[config.mk]
export PLATFORM = sky130hd
export DESIGN_NAME = id_fwd_stage
export DESIGN_NICKNAME = d
export VERILOG_FILES = /design/src/rtl/id_fwd_stage.sv
export SDC_FILE = /design/constraint.sdc
export NUM_CORES = 1
export LEC_CHECK = 0
export BUFFER_PORTS_ARGS = -buffer_cell sky130_fd_sc_hd__buf_2
export CAP_MARGIN = 30
export CELL_PAD_IN_SITES_DETAIL_PLACEMENT = 1
export CELL_PAD_IN_SITES_GLOBAL_PLACEMENT = 2
export CORE_ASPECT_RATIO = 1.2
export CORE_MARGIN = 2
export CORE_UTILIZATION = 28
export CTS_BUF_LIST = sky130_fd_sc_hd__clkbuf_8 sky130_fd_sc_hd__clkbuf_16
export DETAILED_ROUTE_END_ITERATION = 8
export HOLD_SLACK_MARGIN = 0.12
export PLACE_DENSITY = 0.91
export SETUP_SLACK_MARGIN = 0.15
export SLEW_MARGIN = 20
export SYNTH_ARGS = -nofsm -noshare
export SYNTH_HDL_FRONTEND = slang
export SYNTH_SLANG_ARGS = --single-unit
[constraint.sdc]
create_clock -name clk -period 6.96 [get_ports clk]
set_input_delay 0.696 -clock clk [delete_from_list [all_inputs] [get_ports clk]]
set_output_delay 0.696 -clock clk [all_outputs]
set_load 0.03 [all_outputs]
[src/rtl/id_fwd_stage.sv]
// Instruction decode stage with operand forwarding, load-use stall control
// and a registered valid/ready output slot.
module id_fwd_stage #(
  parameter int unsigned DATA_W  = 32,
  parameter int unsigned NUM_FWD = 3,
  parameter int unsigned CNT_W   = 16
) (
  input  logic                      clk,
  input  logic                      rst,
  input  logic                      in_valid,
  output logic                      in_ready,
  input  logic [31:0]               pc_i,
  input  logic [31:0]               inst_i,
  output logic                      reg1_read_o,
  output logic                      reg2_read_o,
  output logic [4:0]                reg1_addr_o,
  output logic [4:0]                reg2_addr_o,
  input  logic [DATA_W-1:0]         reg1_data_i,
  input  logic [DATA_W-1:0]         reg2_data_i,
  input  logic [NUM_FWD-1:0]        fwd_wreg_i,
  input  logic [5*NUM_FWD-1:0]      fwd_wd_i,
  input  logic [DATA_W*NUM_FWD-1:0] fwd_wdata_i,
  input  logic                      ex_load_i,
  input  logic                      flush_i,
  output logic                      out_valid,
  input  logic                      out_ready,
  output logic [7:0]                aluop_o,
  output logic [2:0]                alusel_o,
  output logic [DATA_W-1:0]         reg1_o,
  output logic [DATA_W-1:0]         reg2_o,
  output logic [4:0]                wd_o,
  output logic                      wreg_o,
  output logic [31:0]               pc_o,
  output logic                      inst_invalid_o,
  output logic [CNT_W-1:0]          stall_cnt_o
);

  localparam logic [5:0] EXE_SPECIAL_INST = 6'b000000;
  localparam logic [5:0] EXE_AND  = 6'b100100;
  localparam logic [5:0] EXE_OR   = 6'b100101;
  localparam logic [5:0] EXE_XOR  = 6'b100110;
  localparam logic [5:0] EXE_NOR  = 6'b100111;
  localparam logic [5:0] EXE_ANDI = 6'b001100;
  localparam logic [5:0] EXE_ORI  = 6'b001101;
  localparam logic [5:0] EXE_XORI = 6'b001110;
  localparam logic [5:0] EXE_LUI  = 6'b001111;
  localparam logic [5:0] EXE_SLL  = 6'b000000;
  localparam logic [5:0] EXE_SLLV = 6'b000100;
  localparam logic [5:0] EXE_SRL  = 6'b000010;
  localparam logic [5:0] EXE_SRLV = 6'b000110;
  localparam logic [5:0] EXE_SRA  = 6'b000011;
  localparam logic [5:0] EXE_SRAV = 6'b000111;
  localparam logic [5:0] EXE_SYNC = 6'b001111;
  localparam logic [5:0] EXE_PREF = 6'b110011;
  localparam logic [5:0] EXE_LW   = 6'b100011;

  localparam logic [7:0] EXE_NOP_OP  = 8'b00000000;
  localparam logic [7:0] EXE_AND_OP  = 8'b00100100;
  localparam logic [7:0] EXE_OR_OP   = 8'b00100101;
  localparam logic [7:0] EXE_XOR_OP  = 8'b00100110;
  localparam logic [7:0] EXE_NOR_OP  = 8'b00100111;
  localparam logic [7:0] EXE_SLL_OP  = 8'b01111100;
  localparam logic [7:0] EXE_SLLV_OP = 8'b00000100;
  localparam logic [7:0] EXE_SRL_OP  = 8'b00000010;
  localparam logic [7:0] EXE_SRLV_OP = 8'b00000110;
  localparam logic [7:0] EXE_SRA_OP  = 8'b00000011;
  localparam logic [7:0] EXE_SRAV_OP = 8'b00000111;
  localparam logic [7:0] EXE_LW_OP   = 8'b11100011;

  localparam logic [2:0] EXE_RES_NOP        = 3'b000;
  localparam logic [2:0] EXE_RES_LOGIC      = 3'b001;
  localparam logic [2:0] EXE_RES_SHIFT      = 3'b010;
  localparam logic [2:0] EXE_RES_LOAD_STORE = 3'b111;

  typedef enum logic {RUN, LDSTALL} state_t;

  state_t state_q, state_d;

  logic [5:0] op, funct;
  logic [4:0] rs, rt, rd, sa;

  logic [7:0]        aluop_d;
  logic [2:0]        alusel_d;
  logic [4:0]        wd_d;
  logic              wreg_d;
  logic              invalid_d;
  logic              r1_read, r2_read;
  logic [4:0]        r1_addr, r2_addr;
  logic [DATA_W-1:0] imm;
  logic [DATA_W-1:0] op1, op2;

  logic              load_hazard;
  logic              accept;
  logic              out_valid_q;
  logic [CNT_W-1:0]  stall_cnt_q;

  assign op    = inst_i[31:26];
  assign rs    = inst_i[25:21];
  assign rt    = inst_i[20:16];
  assign rd    = inst_i[15:11];
  assign sa    = inst_i[10:6];
  assign funct = inst_i[5:0];

  always_comb begin
    aluop_d   = EXE_NOP_OP;
    alusel_d  = EXE_RES_NOP;
    wd_d      = rd;
    wreg_d    = 1'b0;
    invalid_d = 1'b1;
    r1_read   = 1'b0;
    r2_read   = 1'b0;
    r1_addr   = rs;
    r2_addr   = rt;
    imm       = '0;

    if (op == EXE_SPECIAL_INST && sa == 5'd0) begin
      case (funct)
        EXE_OR, EXE_AND, EXE_XOR, EXE_NOR: begin
          wreg_d    = 1'b1;
          alusel_d  = EXE_RES_LOGIC;
          r1_read   = 1'b1;
          r2_read   = 1'b1;
          invalid_d = 1'b0;
          case (funct)
            EXE_OR:  aluop_d = EXE_OR_OP;
            EXE_AND: aluop_d = EXE_AND_OP;
            EXE_XOR: aluop_d = EXE_XOR_OP;
            default: aluop_d = EXE_NOR_OP;
          endcase
        end
        EXE_SLLV, EXE_SRLV, EXE_SRAV: begin
          wreg_d    = 1'b1;
          alusel_d  = EXE_RES_SHIFT;
          r1_read   = 1'b1;
          r2_read   = 1'b1;
          invalid_d = 1'b0;
          case (funct)
            EXE_SLLV: aluop_d = EXE_SLLV_OP;
            EXE_SRLV: aluop_d = EXE_SRLV_OP;
            default:  aluop_d = EXE_SRAV_OP;
          endcase
        end
        EXE_SYNC: begin
          r2_read   = 1'b1;
          invalid_d = 1'b0;
        end
        default: ;
      endcase
    end

    // Immediate shifts overlap the R-type space; they only decode with rs==0.
    if (inst_i[31:21] == 11'd0 &&
        (funct == EXE_SLL || funct == EXE_SRL || funct == EXE_SRA)) begin
      wreg_d    = 1'b1;
      alusel_d  = EXE_RES_SHIFT;
      r2_read   = 1'b1;
      imm[4:0]  = sa;
      invalid_d = 1'b0;
      case (funct)
        EXE_SLL: aluop_d = EXE_SLL_OP;
        EXE_SRL: aluop_d = EXE_SRL_OP;
        default: aluop_d = EXE_SRA_OP;
      endcase
    end

    case (op)
      EXE_ORI, EXE_ANDI, EXE_XORI: begin
        wreg_d     = 1'b1;
        wd_d       = rt;
        alusel_d   = EXE_RES_LOGIC;
        r1_read    = 1'b1;
        imm[15:0]  = inst_i[15:0];
        invalid_d  = 1'b0;
        case (op)
          EXE_ORI:  aluop_d = EXE_OR_OP;
          EXE_ANDI: aluop_d = EXE_AND_OP;
          default:  aluop_d = EXE_XOR_OP;
        endcase
      end
      EXE_LUI: begin
        wreg_d     = 1'b1;
        wd_d       = rt;
        aluop_d    = EXE_OR_OP;
        alusel_d   = EXE_RES_LOGIC;
        r1_read    = 1'b1;
        r1_addr    = 5'd0;
        imm[31:16] = inst_i[15:0];
        invalid_d  = 1'b0;
      end
      EXE_LW: begin
        wreg_d    = 1'b1;
        wd_d      = rt;
        aluop_d   = EXE_LW_OP;
        alusel_d  = EXE_RES_LOAD_STORE;
        r1_read   = 1'b1;
        imm       = {{(DATA_W-16){inst_i[15]}}, inst_i[15:0]};
        invalid_d = 1'b0;
      end
      EXE_PREF: invalid_d = 1'b0;
      default: ;
    endcase
  end

  function automatic logic [DATA_W-1:0] pick_operand(
    input logic              rd_en,
    input logic [4:0]        addr,
    input logic [DATA_W-1:0] rf_data,
    input logic [DATA_W-1:0] imm_v
  );
    logic              hit;
    logic [DATA_W-1:0] v;
    hit = 1'b0;
    v   = rf_data;
    if (!rd_en) begin
      v = imm_v;
    end else if (addr == 5'd0) begin
      v = '0;
    end else begin
      for (int unsigned i = 0; i < NUM_FWD; i++) begin
        if (!hit && fwd_wreg_i[i] && fwd_wd_i[i*5 +: 5] == addr) begin
          hit = 1'b1;
          v   = fwd_wdata_i[i*DATA_W +: DATA_W];
        end
      end
    end
    return v;
  endfunction

  always_comb begin
    op1 = pick_operand(r1_read, r1_addr, reg1_data_i, imm);
    op2 = pick_operand(r2_read, r2_addr, reg2_data_i, imm);
  end

  always_comb begin
    load_hazard = 1'b0;
    if (ex_load_i && fwd_wreg_i[0] && fwd_wd_i[4:0] != 5'd0)
      load_hazard = (r1_read && r1_addr == fwd_wd_i[4:0]) ||
                    (r2_read && r2_addr == fwd_wd_i[4:0]);
  end

  assign in_ready = !rst && !load_hazard && (!out_valid_q || out_ready);
  assign accept   = in_valid && in_ready && !flush_i;

  always_comb begin
    state_d = state_q;
    case (state_q)
      RUN:     if (in_valid && load_hazard && !flush_i) state_d = LDSTALL;
      LDSTALL: if (flush_i || !load_hazard) state_d = RUN;
      default: state_d = RUN;
    endcase
  end

  always_ff @(posedge clk or posedge rst) begin
    if (rst) state_q <= RUN;
    else     state_q <= state_d;
  end

  always_ff @(posedge clk or posedge rst) begin
    if (rst) begin
      out_valid_q    <= 1'b0;
      aluop_o        <= EXE_NOP_OP;
      alusel_o       <= EXE_RES_NOP;
      reg1_o         <= '0;
      reg2_o         <= '0;
      wd_o           <= '0;
      wreg_o         <= 1'b0;
      pc_o           <= '0;
      inst_invalid_o <= 1'b0;
    end else if (flush_i) begin
      out_valid_q <= 1'b0;
    end else if (accept) begin
      out_valid_q    <= 1'b1;
      aluop_o        <= aluop_d;
      alusel_o       <= alusel_d;
      reg1_o         <= op1;
      reg2_o         <= op2;
      wd_o           <= wd_d;
      wreg_o         <= wreg_d;
      pc_o           <= pc_i;
      inst_invalid_o <= invalid_d;
    end else if (out_ready) begin
      out_valid_q <= 1'b0;
    end
  end

  always_ff @(posedge clk or posedge rst) begin
    if (rst)
      stall_cnt_q <= '0;
    else if (in_valid && load_hazard && !flush_i && !(&stall_cnt_q))
      stall_cnt_q <= stall_cnt_q + CNT_W'(1);
  end

  assign out_valid   = out_valid_q;
  assign stall_cnt_o = stall_cnt_q;
  assign reg1_read_o = r1_read;
  assign reg2_read_o = r2_read;
  assign reg1_addr_o = r1_addr;
  assign reg2_addr_o = r2_addr;

endmodule

[Word level (Yosys, flattened, before mapping)]
Cells that the tools add are included.
Storage, ports and cells
  register bits after elaboration: 131
  output and inout port bits: 144
Operators by class
  bitwise operators: 1
  reduce and logical (&&, ||, !) cells: 55
  equal/unequal tests: 24
  muxes and demuxes: 55
  add/subtract/negate cells: 1
Operator list (count)
  2-to-1 mux 32 bit: 10
  == test 5 bit: 8
  == test 6 bit (second input constant): 6
  case mux 16 bit (2 select lines): 1
  == test 6 x 4 -> 1 bit (second input constant): 5
  2-to-1 mux 1 bit: 28
  case mux 8 bit (3 select lines): 1
  logical AND 1 bit: 23
  == test 6 x 3 -> 1 bit (second input constant): 3
  adder 16 x 1 -> 16 bit (second input constant): 1
  2-to-1 mux 16 bit: 1
  2-to-1 mux 8 bit: 2
  AND reduction 16 bit: 1
  logical NOT 5 bit: 3
  2-to-1 mux 5 bit: 3
  case mux 7 bit (2 select lines): 1
  == test 6 x 2 -> 1 bit (second input constant): 2
  logical NOT 6 bit: 2
  case mux 2 bit (2 select lines): 3
  case mux 6 bit (2 select lines): 1
  OR reduction 4 bit: 3
  logical NOT 11 bit: 1
  logical NOT 1 bit: 9
  OR reduction 8 bit: 1
  other kinds (12): 17

[Depth between registers and ports, before layout]
  depth in word-level cells: 19
  mapped depth: 11

[Worst setup path after synthesis]
OpenSTA, ideal clock, no wires.
  path type: input port to output port
  start: input port rst
  end: output port in_ready
  path slack: 2.208 ns
  data required time: 6.264 ns
  path buffers: 0
  stages: 2
  arrival: 4.056 ns
  path through: inv_1 and3_1
Between the ends
  longest elaborated chain between the ends: 3
RTL lines
  start, declared: RTL line 9  | input logic rst,
  logical NOT 1 bit (no source line)
  logical AND 1 bit (2 in series): RTL line 241  | assign in_ready = !rst && !load_hazard && (!out_valid_q || out_ready);
  end, declared: RTL line 11  | output logic in_ready,
No other way between the ends.

[Worst setup path after layout]
  start: input port inst_i[31]
  end: output port in_ready
Between the ends
  longest elaborated chain between the ends: 10
RTL lines
  start, declared: RTL line 13  | input logic [31:0] inst_i,
  parallel branches: the longest is 5 deep, another holds == test 6 x 4 -> 1 bit
  logical OR 1 bit *: RTL line 237  | load_hazard = (r1_read && r1_addr == fwd_wd_i[4:0]) ||
  2-to-1 mux 1 bit *: RTL line 236  | if (ex_load_i && fwd_wreg_i[0] && fwd_wd_i[4:0] != 5'd0)
  logical NOT 1 bit *
  logical AND 1 bit * (2 in series): RTL line 241
Every way passes the cells marked *.

==> results.yml <==
run_status:
  status: "completed"
final_layout:
  final_cell_mix: "buf_2, nand2_1, dfrtp_1, nor2_1, mux2i_1"
  synthToLayoutAreaGrowth_pct: 34.3
  nNetsFinal: 1540
  fillers: 3548
  layout_commonest_cell: "buf_2"
  fin_util: 0.383
  stdcell_area_sq_um: 11000
  final_layout_size_suffix_gt1_frac: 0.382
power:
  p_leak_nw: 5.56
  p_per_area_nw_per_um2: 213
  vdd_drop_max_mv: 0.112
critical_path:
  crit_required_ps: 6260
  cpPeakStageDelay_ps: 550
  r2r_cells: 6
  worstSetupPathDepth: 9
  worstSetupPathType: "primary input to output port"
  crit_path_max_fanout: 26
  crit_buf_inv: 2
  slowest_stage: "nor2_4"
  cp-startpoint: "inst_i[31]"
  r2r_start: "out_valid$_DFFE_PP0P_"
  crit_chain: "buf_2 > nand4bb_4 > nor2_4 > a21oi_1 > o21ai_1 > a32o_2 > nand2_1 > and3_1 > buf_2"
  critPathLaunchType: "primary input"
  worstSetupEndpointType: "output port"
  crit_arrival_ps: 2960
  cp-endpoint: "in_ready"
  cpLargestDelayFamily: "simple AND/OR/NAND/NOR gates"
  r2r_end: "reg2_o[15]$_DFFE_PP0P_"
  critPathMostFrequentCell: "buf_2"
  r2r_setup_slack_ps: 4320
yosys:
  synthCells: 935
  synth_cell_types: 69
  seq_area_frac_synth: 0.396
  syn_area_per_cell_sq_um: 8.79
  synth_edf_count: 0
  syn-cell-area_sq_um: 8220
  ys_ff_latch: 130
  synth_nets: 1184
  synthArstFlopShare: 1.00
  ys.flop_type: "dfrtp_1"
  ys_warn_count: 0
cts:
  h-tree-depth: 4
  numCtsBuffers: 17
  clkTransAtPathRegs_ps: 70
  numClockSinks: 130
  cts_hold_buf: 0
  clockBufferDepth: 2
  cts-root-buf: "clkbuf_16"
  cts_resized: 0
  postCtsSetupBuffers: 0
  clkLatencyLatePin_ps: 430
  cts_tree: "done"
routing:
  dr_total_vias: 9000
  routed_wl_um: 38200
  wire_per_inst_um: 22.5
  viasPerCell: 5.30
  drc: 0
  drt_iter0_markers: 533
  dr.pass1.iters: 4
  antenna_left: 0
sta:
  rsz0062_at_grt: "false"
  fin_ws_ps: 3310
  finalCritPeriodShare: 0.525
  fin_crit_ps: 3650
  relSlewSlack: 0.366
  setup_viol: 0
  fmax_ghz: 0.274
  worst_pin_slew_ps: 951
  finalMaxSlewViolations: 0
  fin_worst_skew_ps: 5.74
  hold_viol_final: 0
  fin_setup_tns_ps: 0
floorplan:
  core_sq_um: 28800
  num_rows: 68
  pin_count: 392
  die-area_sq_um: 30700
  die_w_um: 160
  die_h_um: 192
  start_util: 0.285
global_routing:
  grt_pass1_wl_um: 56700
  antenna_found_initial: 13
  gr-total-overflow: 0
  first_global_vias: 9307
  grt_max_degree: 70
  track_usage: 0.246
place:
  dp_hpwl_um: 29400
  io_buffers: 391
  gp_congestion: 0.899
  dp_slack_ps: 2940
  dpl-instance-area_sq_um: 10400
min_path:
  hold_path_class: "primary input to async pin"
flow_run:
  maxCapViolations: 0
-- registers in the layout (all words and copies together) (netlist names) --
signal and flops:
pc_o 32, reg1_o 32, wd_o 5, out_valid 1
stall_cnt_o 16, alusel_o 3, wreg_o 1, aluop_o 7
reg2_o 32, inst_invalid_o 1
-- report_power, final --
group | switching [mW] | total (mW) | internal, mW
Combinational | 0.381 | 0.564 | 0.183
Sequential | 0.0365 | 0.860 | 0.823
Clock | 0.361 | 0.921 | 0.560
-- metrics by stage --
step	hold WS, ps	total power [mW]	instances
after floorplan	640	1.19	935
after global placement	453	1.43	1654
after detailed placement	463	1.44	1654
after CTS	379	2.37	1685
after global routing	391	2.45	1699
final	366	2.34	1699
-- logic make-up after synthesis --
| family | after synthesis | synth area share |
|---|---|---|
| simple gates | 375 | 0.221 |
| compound gates | 234 | 0.187 |
| flops | 130 | 0.396 |
| mux | 82 | 0.105 |
| buf+inv | 80 | 0.0554 |
| xor+xnor | 33 | 0.0352 |
| fa+ha+maj | 1 | 0.00152 |
-- synth_stat cells, drive strengths merged (5+ instances only) --
cell type	number	share of area
mux2i	51	0.062
mux2	31	0.042
a2bb2oi	5	0.0053
dfrtp	130	0.40
nor2	63	0.030
buf	50	0.041
a211oi	5	0.0046
nand4	10	0.0076
nor4	13	0.013
o31ai	14	0.016
nor3	41	0.034
clkbuf	20	0.0094
inv	10	0.0046
o21ai	74	0.046
a21oi	47	0.029
xnor2	13	0.014
nand2b	9	0.0069
and3	7	0.0053
a221oi	27	0.029
nand2	188	0.086
o22ai	26	0.020
a32o	6	0.0075
xor2	20	0.021
nand3	21	0.015
a31oi	11	0.0084
and2	5	0.0038
-- area by class of cell --
class,instances,area [sq um],share of cell area
well taps,385,482,0.0437
clock inverters,14,166,0.0151
repair buffers,407,2100,0.191
flip-flops and latches,130,3250,0.295
multi-input cells,725,4530,0.411
diodes,11,27.5,0.00249
clock buffers,17,425,0.0386
inverters,10,42.5,0.00386
-- per-layer routing --
layer  part of all wire  GRT usage  up-vias
met5            0.00071          0        -
met4              0.033      0.100        4
met3              0.048     0.0456       72
met2               0.50      0.421      337
met1               0.42      0.307     4482
li1                   -          -     4105
-- worst min path at each step --
stage	startpoint	endpoint	slack, ps
floorplan	wreg_o$_DFFE_PP0P_	wreg_o$_DFFE_PP0P_	640
global placement	pc_o[25]$_DFFE_PP0P_	pc_o[25]$_DFFE_PP0P_	450
detailed placement	pc_o[22]$_DFFE_PP0P_	pc_o[22]$_DFFE_PP0P_	460
CTS	rst	stall_cnt_o[12]$_DFFE_PP0P_	380
global route	rst	stall_cnt_o[11]$_DFFE_PP0P_	390
finish	rst	stall_cnt_o[11]$_DFFE_PP0P_	370
(Power assumes the default switching activity.)
